### src/rtl/dmem_arb_pkg.sv
// Shared types for the data-memory arbiter.
// State encoding and requester ids.
package dmem_arb_pkg;

   typedef enum logic [1:0] {
      IDLE   = 2'd0,
      ACCESS = 2'd1,
      RESP   = 2'd2
   } state_t;

   localparam logic REQ_M0 = 1'b0;
   localparam logic REQ_M1 = 1'b1;

   function automatic logic misaligned(input logic [1:0] lsb);
      return lsb != 2'b00;
   endfunction

endpackage

### src/rtl/dmem_rr_pick.sv
// Two-way winner selection for the arbiter.
// Round-robin or fixed m0 priority.
module dmem_rr_pick
   import dmem_arb_pkg::*;
#(
   parameter int FIXED_PRIO = 0
) (
   input  logic req0,
   input  logic req1,
   input  logic last_grant,
   output logic winner,
   output logic any
);

   // contention goes to m0 in fixed mode, else to the one not granted last
   always_comb begin
      any    = req0 | req1;
      winner = REQ_M0;
      if (req0 && req1) begin
         winner = (FIXED_PRIO != 0) ? REQ_M0 : ~last_grant;
      end else if (req1) begin
         winner = REQ_M1;
      end
   end

endmodule

### src/rtl/dmem_arbiter.sv
// Two-requester data-memory arbiter.
// One transaction in flight: IDLE -> ACCESS -> RESP.
module dmem_arbiter
   import dmem_arb_pkg::*;
#(
   parameter int ADDR_W     = 32,
   parameter int DATA_W     = 32,
   parameter int FIXED_PRIO = 0
) (
   input  logic              clk,
   input  logic              rst_n,
   input  logic              m0_req,
   input  logic              m0_we,
   input  logic [ADDR_W-1:0] m0_addr,
   input  logic [DATA_W-1:0] m0_wdata,
   output logic              m0_gnt,
   output logic              m0_rvalid,
   output logic [DATA_W-1:0] m0_rdata,
   output logic              m0_err,
   input  logic              m1_req,
   input  logic              m1_we,
   input  logic [ADDR_W-1:0] m1_addr,
   input  logic [DATA_W-1:0] m1_wdata,
   output logic              m1_gnt,
   output logic              m1_rvalid,
   output logic [DATA_W-1:0] m1_rdata,
   output logic              m1_err,
   output logic [ADDR_W-1:0] mem_addr,
   output logic [DATA_W-1:0] mem_wdata,
   output logic              mem_write,
   output logic              mem_read,
   input  logic [DATA_W-1:0] mem_rdata
);

   state_t            state;
   logic              last_grant;
   logic              id_q;
   logic              we_q;
   logic [ADDR_W-1:0] addr_q;
   logic [DATA_W-1:0] wdata_q;
   logic [DATA_W-1:0] rdata_q;
   logic              err_q;

   logic winner;
   logic any;
   logic grant;
   logic mis;
   logic in_access;
   logic in_resp;

   dmem_rr_pick #(
      .FIXED_PRIO(FIXED_PRIO)
   ) u_pick (
      .req0      (m0_req),
      .req1      (m1_req),
      .last_grant(last_grant),
      .winner    (winner),
      .any       (any)
   );

   assign grant     = rst_n & (state == IDLE) & any;
   assign mis       = misaligned(addr_q[1:0]);
   assign in_access = rst_n & (state == ACCESS);
   assign in_resp   = rst_n & (state == RESP);

   // FSM, request capture at the grant edge and response capture
   always_ff @(posedge clk) begin
      if (!rst_n) begin
         state      <= IDLE;
         last_grant <= REQ_M1;
         id_q       <= REQ_M0;
         we_q       <= 1'b0;
         addr_q     <= '0;
         wdata_q    <= '0;
         rdata_q    <= '0;
         err_q      <= 1'b0;
      end else begin
         unique case (state)
            IDLE: begin
               if (grant) begin
                  id_q       <= winner;
                  we_q       <= winner ? m1_we : m0_we;
                  addr_q     <= winner ? m1_addr : m0_addr;
                  wdata_q    <= winner ? m1_wdata : m0_wdata;
                  last_grant <= winner;
                  state      <= ACCESS;
               end
            end
            ACCESS: begin
               rdata_q <= (!we_q && !mis) ? mem_rdata : '0;
               err_q   <= mis;
               state   <= RESP;
            end
            RESP: begin
               state <= IDLE;
            end
            default: begin
               state <= IDLE;
            end
         endcase
      end
   end

   // grant, memory drive and response steering; all forced low in reset
   always_comb begin
      m0_gnt    = grant & (winner == REQ_M0);
      m1_gnt    = grant & (winner == REQ_M1);
      mem_addr  = in_access ? addr_q : '0;
      mem_wdata = in_access ? wdata_q : '0;
      mem_write = in_access & we_q & ~mis;
      mem_read  = in_access & ~we_q & ~mis;
      m0_rvalid = in_resp & (id_q == REQ_M0);
      m1_rvalid = in_resp & (id_q == REQ_M1);
      m0_rdata  = m0_rvalid ? rdata_q : '0;
      m1_rdata  = m1_rvalid ? rdata_q : '0;
      m0_err    = m0_rvalid & err_q;
      m1_err    = m1_rvalid & err_q;
   end

endmodule

### config.mk
export PLATFORM = sky130hd
export DESIGN_NAME = dmem_arbiter
export DESIGN_NICKNAME = d
export VERILOG_FILES = /design/src/rtl/dmem_arb_pkg.sv /design/src/rtl/dmem_rr_pick.sv /design/src/rtl/dmem_arbiter.sv
export SDC_FILE = /design/constraint.sdc
export NUM_CORES = 1
export LEC_CHECK = 0
export ABC_AREA = 1
export CAP_MARGIN = 0
export CORE_MARGIN = 2
export CORE_UTILIZATION = 42
export DETAILED_ROUTE_END_ITERATION = 8
export PLACE_DENSITY_LB_ADDON = 0.12
export SYNTH_ARGS = -nofsm -noshare
export SYNTH_HDL_FRONTEND = slang
export SYNTH_HIERARCHICAL = 1
export SYNTH_SLANG_ARGS = --single-unit
### constraint.sdc
create_clock -name clk -period 2.39 [get_ports clk]
set_input_delay 0.478 -clock clk [delete_from_list [all_inputs] [get_ports clk]]
set_output_delay 0.478 -clock clk [all_outputs]
set_load 0.01 [all_outputs]
==> flow_summary.ini, run 1 <==
[outcome]
status = completed

[sta]
fin_ws_ns = 0.0867
hold_violations = 0
hold-worst-slack_ns = 0.463
finalCritPeriodShare_pct = 96.4
rsz0062_at_grt = no
slew_viol_final = 0
tightestPinTransition_ns = 0.671
final-setup-viol-count = 0
relSlewSlack_pct = 55.3
max_clock_freq_mhz = 434
clock_skew_ns = 0.00768
finalSetupTns_ns = 0
period_needed_ns = 2.30

[floorplanning]
die_x_um = 117
die_h_um = 117
core_um2 = 12500
initial_utilization_pct = 42.7
dieArea_um2 = 13700
rows = 41
io_pins = 302

[power]
power_density_nw_per_um2 = 472
p_leak_nw = 4.39
ir_drop_mv = 0.265

[global_routing]
grt_max_degree = 66
grt_pass1_wl_um = 26200
grt_usage_pct = 24.1
first_global_vias = 5541
grt_overflow_total = 0
antenna_found_initial = 0

[worst_setup_path]
required_ns = 1.91
path_cells = inv_2, nand2_2, nor2_4, inv_2, buf_12, nor2_1, clkdlybuf4s50_1
critPathMaxStageDelay_ns = 0.57
crit_buf_inv = 4
cp-startpoint = state[1]$_SDFFE_PN0P_
critical_path.slowest_cell = clkdlybuf4s50_1
critPathArrivalTime_ns = 1.83
startpoint_type = register
crit_family = buffers and inverters
crit_top_cell = inv_2
path_class = register to primary output
crit_path_end_kind = primary output
timing.rr.start = last_grant$_SDFFE_PN1P_
cp_max_fo = 21

[clock_network]
clock_sinks = 102
cts-htree-levels = 3
cts_tree = yes
cts_buffer_depth = 2
cts_setup_buffers = 0
cts_root_buf = clkbuf_16
clock_latency_ns = 0.34
path_clk_slew_ns = 0.06
cts_buffers = 9

[final_layout]
fin_area_um2 = 8700
nFillCells = 1232
diodes = 0
area_delta_synth_final_pct = 62.7
drive_gt1_share_pct = 4.37
final_nets = 1353
final_cells = 1363

[logic_synthesis]
syn_area_per_cell_um2 = 5.88
netlist_area_um2 = 5350
syn_nets = 1076
synthArstFlopShare_pct = 0
synthDistinctLibCells = 19
synthTopCellsByArea = dfxtp_1 38%, nand2_1 28%, nor2_1 9.3%, inv_1 7.4%, a21oi_1 6.4%
synth_edf_count = 0
syn_inst = 910
synth_warnings = 6
synthFlopType = dfxtp_1
synth_top_area_share_pct = 38.2
synth_area_leader_cell = dfxtp_1
ys_ff_latch = 102
synthTopCellsByCount = 397 x nand2_1, 133 x nor2_1, 105 x inv_1
synth.most_common_cell = nand2_1
yosysSeqAreaShare_pct = 38.2

[flow_run]
drv_cap = 0

[detailed_routing]
post-route-drc-count = 0
wirelength_um = 17100
viasPerCell = 4.50
drt_first_pass_iters = 6
drt-initial-drc-count = 335
drtAntennaViolNets = 0
post_drt_wl_per_cell_um = 12.6
vias = 6140

[worst_hold_path]
min_from = wdata_q[12]$_SDFFE_PN0P_
hold_path_class = register to register

[placed_design]
dp.cells = 1347
globalplace.congestion = 0.828
place_hpwl_um = 12500
place_area_um2 = 8490
io_buffers = 301
post-place-ws_ns = -0.273
[sequential cells by signal, summed over array words and instances, names as in the netlist]
signal / cells
rdata_q: 32
err_q: 1
state: 2
last_grant: 1
wdata_q: 32
id_q: 1
we_q: 1
addr_q: 32
[what timing repair did]
item / 4_1_cts / 5_1_grt
gates cloned: 1 / 0
endpoints found under the setup margin: 136 / 18
resized for setup: 119 / 14
hold buffers: 0 / 0
[final cells by class]
cell class	count	area [um2]	share of cell area [%]
repair buffers	323	3150	36.2
multi-input cells	641	2600	29.9
flip-flops and latches	102	2040	23.5
inverters	110	417	4.79
clock buffers	12	256	2.95
well taps	172	215	2.47
clock inverters	3	20.0	0.230
[path summary, 6_finish.rpt]
check / to / slack [ns] / depth (start not counted)
setup reg to reg: wdata_q[18]$_SDFFE_PN0P_ / 0.79 / 7
hold / removal: wdata_q[12]$_SDFFE_PN0P_ / 0.46 / 2
setup / recovery: mem_wdata[22] / 0.09 / 7
hold reg to reg: wdata_q[12]$_SDFFE_PN0P_ / 0.46 / 2
[worst reg2reg max path: stages, from the launching register on]
cell	delay, ns
dfxtp_1	0.38
a21oi_4	0.09
inv_2	0.06
buf_4	0.53
nand2_1	0.16
nand2_1	0.13
nand2_1	0.06
a21oi_1	0.14
[placed cells by master, fill, tap and decap left out, types with 3 or more instances in the layout]
master           Yosys  routed
inv_1              105     104
nand3_1             34      33
inv_2                3       4
buf_4                4      16
dlymetal6s2s_1       0      13
dlygate4sd2_1        0     117
nor2_1             133     133
buf_12               0       5
nand2_1            397     397
clkbuf_16            0       9
clkdlybuf4s50_1      0     171
a21oi_1             68      67
dfxtp_1            102     101
nor2_4               3       3
nand2_2              3       3
[layer usage]
metal | vias up | global-route usage, % | part of all wire, %
met5 | - | 0 | 0
met4 | 0 | 6.43 | 1.4
met3 | 17 | 7.11 | 8.2
met2 | 195 | 42.4 | 49
met1 | 2689 | 28.7 | 42
li1 | 3239 | - | -
[kinds of logic (layout without fill, tap and decap cells)]
family	Yosys count	in the layout	synth area share [%]
buffers and inverters	167	448	13.7
flip-flops	102	102	38.2
AO/OA/AOI/OAI	69	69	6.46
AND/OR/NAND/NOR	572	572	41.7
[metrics by stage]
stage,utilization [%],total power [mW]
finish,69.5,4.11
global route,69.5,4.35
CTS,69.2,4.16
detailed placement,67.8,2.79
global placement,67.8,2.78
floorplan,-,2.36
[power breakdown]
group	switching [mW]	internal, mW	total, mW
Clock	0.611	0.756	1.37
Combinational	0.440	0.432	0.872
Sequential	0.0580	1.81	1.87
No activity file was read; power rests on OpenSTA's default activity.
==> run 2: changes to the inputs <==
--- a/config.mk
+++ b/config.mk
@@ -10,7 +10,7 @@
 export CORE_MARGIN = 2
 export CORE_UTILIZATION = 42
 export DETAILED_ROUTE_END_ITERATION = 8
-export PLACE_DENSITY_LB_ADDON = 0.12
+export PLACE_DENSITY = 0.95
 export SYNTH_ARGS = -nofsm -noshare
 export SYNTH_HDL_FRONTEND = slang
 export SYNTH_HIERARCHICAL = 1
==> run 2 against run 1 <==
Worst setup slack improved by 0.0097 ns. Routed wire length increased by 3.1%. Maximum frequency increased by 0.42%. Cell area increased by 1.2%. Power increased by 6.9%. Flip-flop and latch count unchanged. Clock-buffer cell count unchanged. Cell count increased by 0.44%. Global-route usage increased by 0.92 points. Register-to-register slack got worse by 0.03 ns. Sequential share of layout area decreased by 0.28 points. Critical path type is now primary input to primary output. Critical endpoint is now mem_wdata[31].
==> flow_summary.ini, run 2 (same netlist as run 1, synthesis figures left out) <==
[global_routing]
grt_overflow_total = 0
grt_pass1_wl_um = 27000
antenna_found_initial = 0
first_global_vias = 5850
grt_usage_pct = 25.0
grt_max_degree = 66

[sta]
final-setup-viol-count = 0
tightestPinTransition_ns = 0.656
finalSetupTns_ns = 0
period_needed_ns = 2.29
finalCritPeriodShare_pct = 96.0
relSlewSlack_pct = 56.3
max_clock_freq_mhz = 436
slew_viol_final = 0
hold-worst-slack_ns = 0.466
rsz0062_at_grt = no
hold_violations = 0
clock_skew_ns = 0.00903

[floorplanning]
core_um2 = 12500
rows = 41
die_h_um = 117
io_pins = 302
dieArea_um2 = 13700
die_x_um = 117
initial_utilization_pct = 42.7

[power]
power_density_nw_per_um2 = 499
ir_drop_mv = 0.361
p_leak_nw = 4.58
power.total_mw = 4.39

[worst_setup_path]
rrSetupSlack_ns = 0.76
path_class = primary input to primary output
crit_family = buffers and inverters
critical_path.slowest_cell = clkdlybuf4s50_1
cp_max_fo = 18
reg2reg_depth = 7
critPathMaxStageDelay_ns = 0.55
cp-startpoint = rst_n
path_cells = dlygate4sd2_1, inv_4, nor2_4, inv_2, buf_12, nor2_1, clkdlybuf4s50_1
endpoint = mem_wdata[31]
reg2reg_to = addr_q[11]$_SDFFE_PN0P_
crit_buf_inv = 5
crit_cells = 7
timing.rr.start = last_grant$_SDFFE_PN1P_
critPathArrivalTime_ns = 1.82
startpoint_type = primary input
required_ns = 1.91
crit_path_end_kind = primary output

[detailed_routing]
post-route-drc-count = 0
drt-initial-drc-count = 407
post_drt_wl_per_cell_um = 12.9
drt_first_pass_iters = 4
viasPerCell = 4.62
wirelength_um = 17700
drtAntennaViolNets = 0
vias = 6322

[clock_network]
cts_setup_buffers = 0
cts_root_buf = clkbuf_16
hold_buffers = 0
cts_tree = yes
clock_sinks = 102
cts_buffers = 9
cts-htree-levels = 3
cts_buffer_depth = 2
path_clk_slew_ns = 0.07
clock_latency_ns = 0.34

[final_layout]
fin_area_um2 = 8810
nFillCells = 1088
final_common_cell = nand2_1
final_cells = 1369
area_delta_synth_final_pct = 64.7
final_nets = 1357
top_regs = addr_q (32), rdata_q (32), wdata_q (32)
drive_gt1_share_pct = 4.85
final_cell_mix = 397 x nand2_1, 170 x clkdlybuf4s50_1, 133 x nor2_1

[placed_design]
place_hpwl_um = 13200
place_area_um2 = 8530
io_buffers = 301
dp.cells = 1352
globalplace.congestion = 0.869

[worst_hold_path]
hold_path_class = register to register

[flow_run]
drv_cap = 0

[outcome]
status = completed
## run 2: worst reg2reg max path: stages, from the launching register on
cell and delay [ns]:
dfxtp_1 0.38, a21oi_4 0.10, inv_2 0.06, buf_4 0.51, nand2_1 0.19, nand2_1 0.13, nand2_1 0.06, a21oi_1 0.13
## run 2: layout make-up
| class | instances | area, um2 | area share [%] |
|---|---|---|---|
| antenna | 1 | 2.50 | 0.0284 |
| clock buffer | 12 | 267 | 3.03 |
| clock inverter | 4 | 77.6 | 0.881 |
| inverter | 110 | 417 | 4.73 |
| multi-input combinational | 641 | 2580 | 29.4 |
| sequential | 102 | 2040 | 23.2 |
| tap | 172 | 215 | 2.44 |
| timing repair buffer | 327 | 3200 | 36.3 |
## run 2: how the worst min path moves through the flow
stage	slack, ns	cells after the start	to	startpoint
2_1_floorplan	0.44	2	last_grant$_SDFFE_PN1P_	last_grant$_SDFFE_PN1P_
3_3_place_gp	0.45	2	wdata_q[10]$_SDFFE_PN0P_	wdata_q[10]$_SDFFE_PN0P_
3_5_place_dp	0.46	2	addr_q[6]$_SDFFE_PN0P_	addr_q[6]$_SDFFE_PN0P_
4_1_cts	0.47	2	addr_q[6]$_SDFFE_PN0P_	addr_q[6]$_SDFFE_PN0P_
5_1_grt	0.48	2	wdata_q[11]$_SDFFE_PN0P_	wdata_q[11]$_SDFFE_PN0P_
6_report	0.47	2	wdata_q[5]$_SDFFE_PN0P_	wdata_q[5]$_SDFFE_PN0P_
## run 2: metal layers
metal | track usage (%) | share of wire, % | routed length (um) | vias up
met5 | 0 | 0 | 0 | -
met4 | 12.7 | 3.7 | 653 | 0
met3 | 4.74 | 7.1 | 1260 | 50
met1 | 27.5 | 38 | 6740 | 2786
met2 | 45.9 | 51 | 9010 | 239
li1 | - | - | - | 3247
## run 2: report_power, final
group | total [mW] | internal, mW | switching, mW | leakage, nW
Combinational | 0.885 | 0.438 | 0.446 | 3.58
Clock | 1.64 | 1.01 | 0.628 | 0.169
Sequential | 1.87 | 1.81 | 0.0607 | 0.833
## run 2: through the flow
step	util, %	setup WS (ns)
floorplan	-	0.643
global placement	68.1	-0.207
detailed placement	68.1	-0.334
CTS	69.8	0.0134
global route	70.3	0.00196
finish	70.4	0.0964
## run 2: repair_timing
action / 4_1_cts / 5_1_grt
endpoints found under the setup margin: 136 / 30
pin swaps: 0 / 0
hold endpoints to repair: 0 / 0
resized for setup: 112 / 26
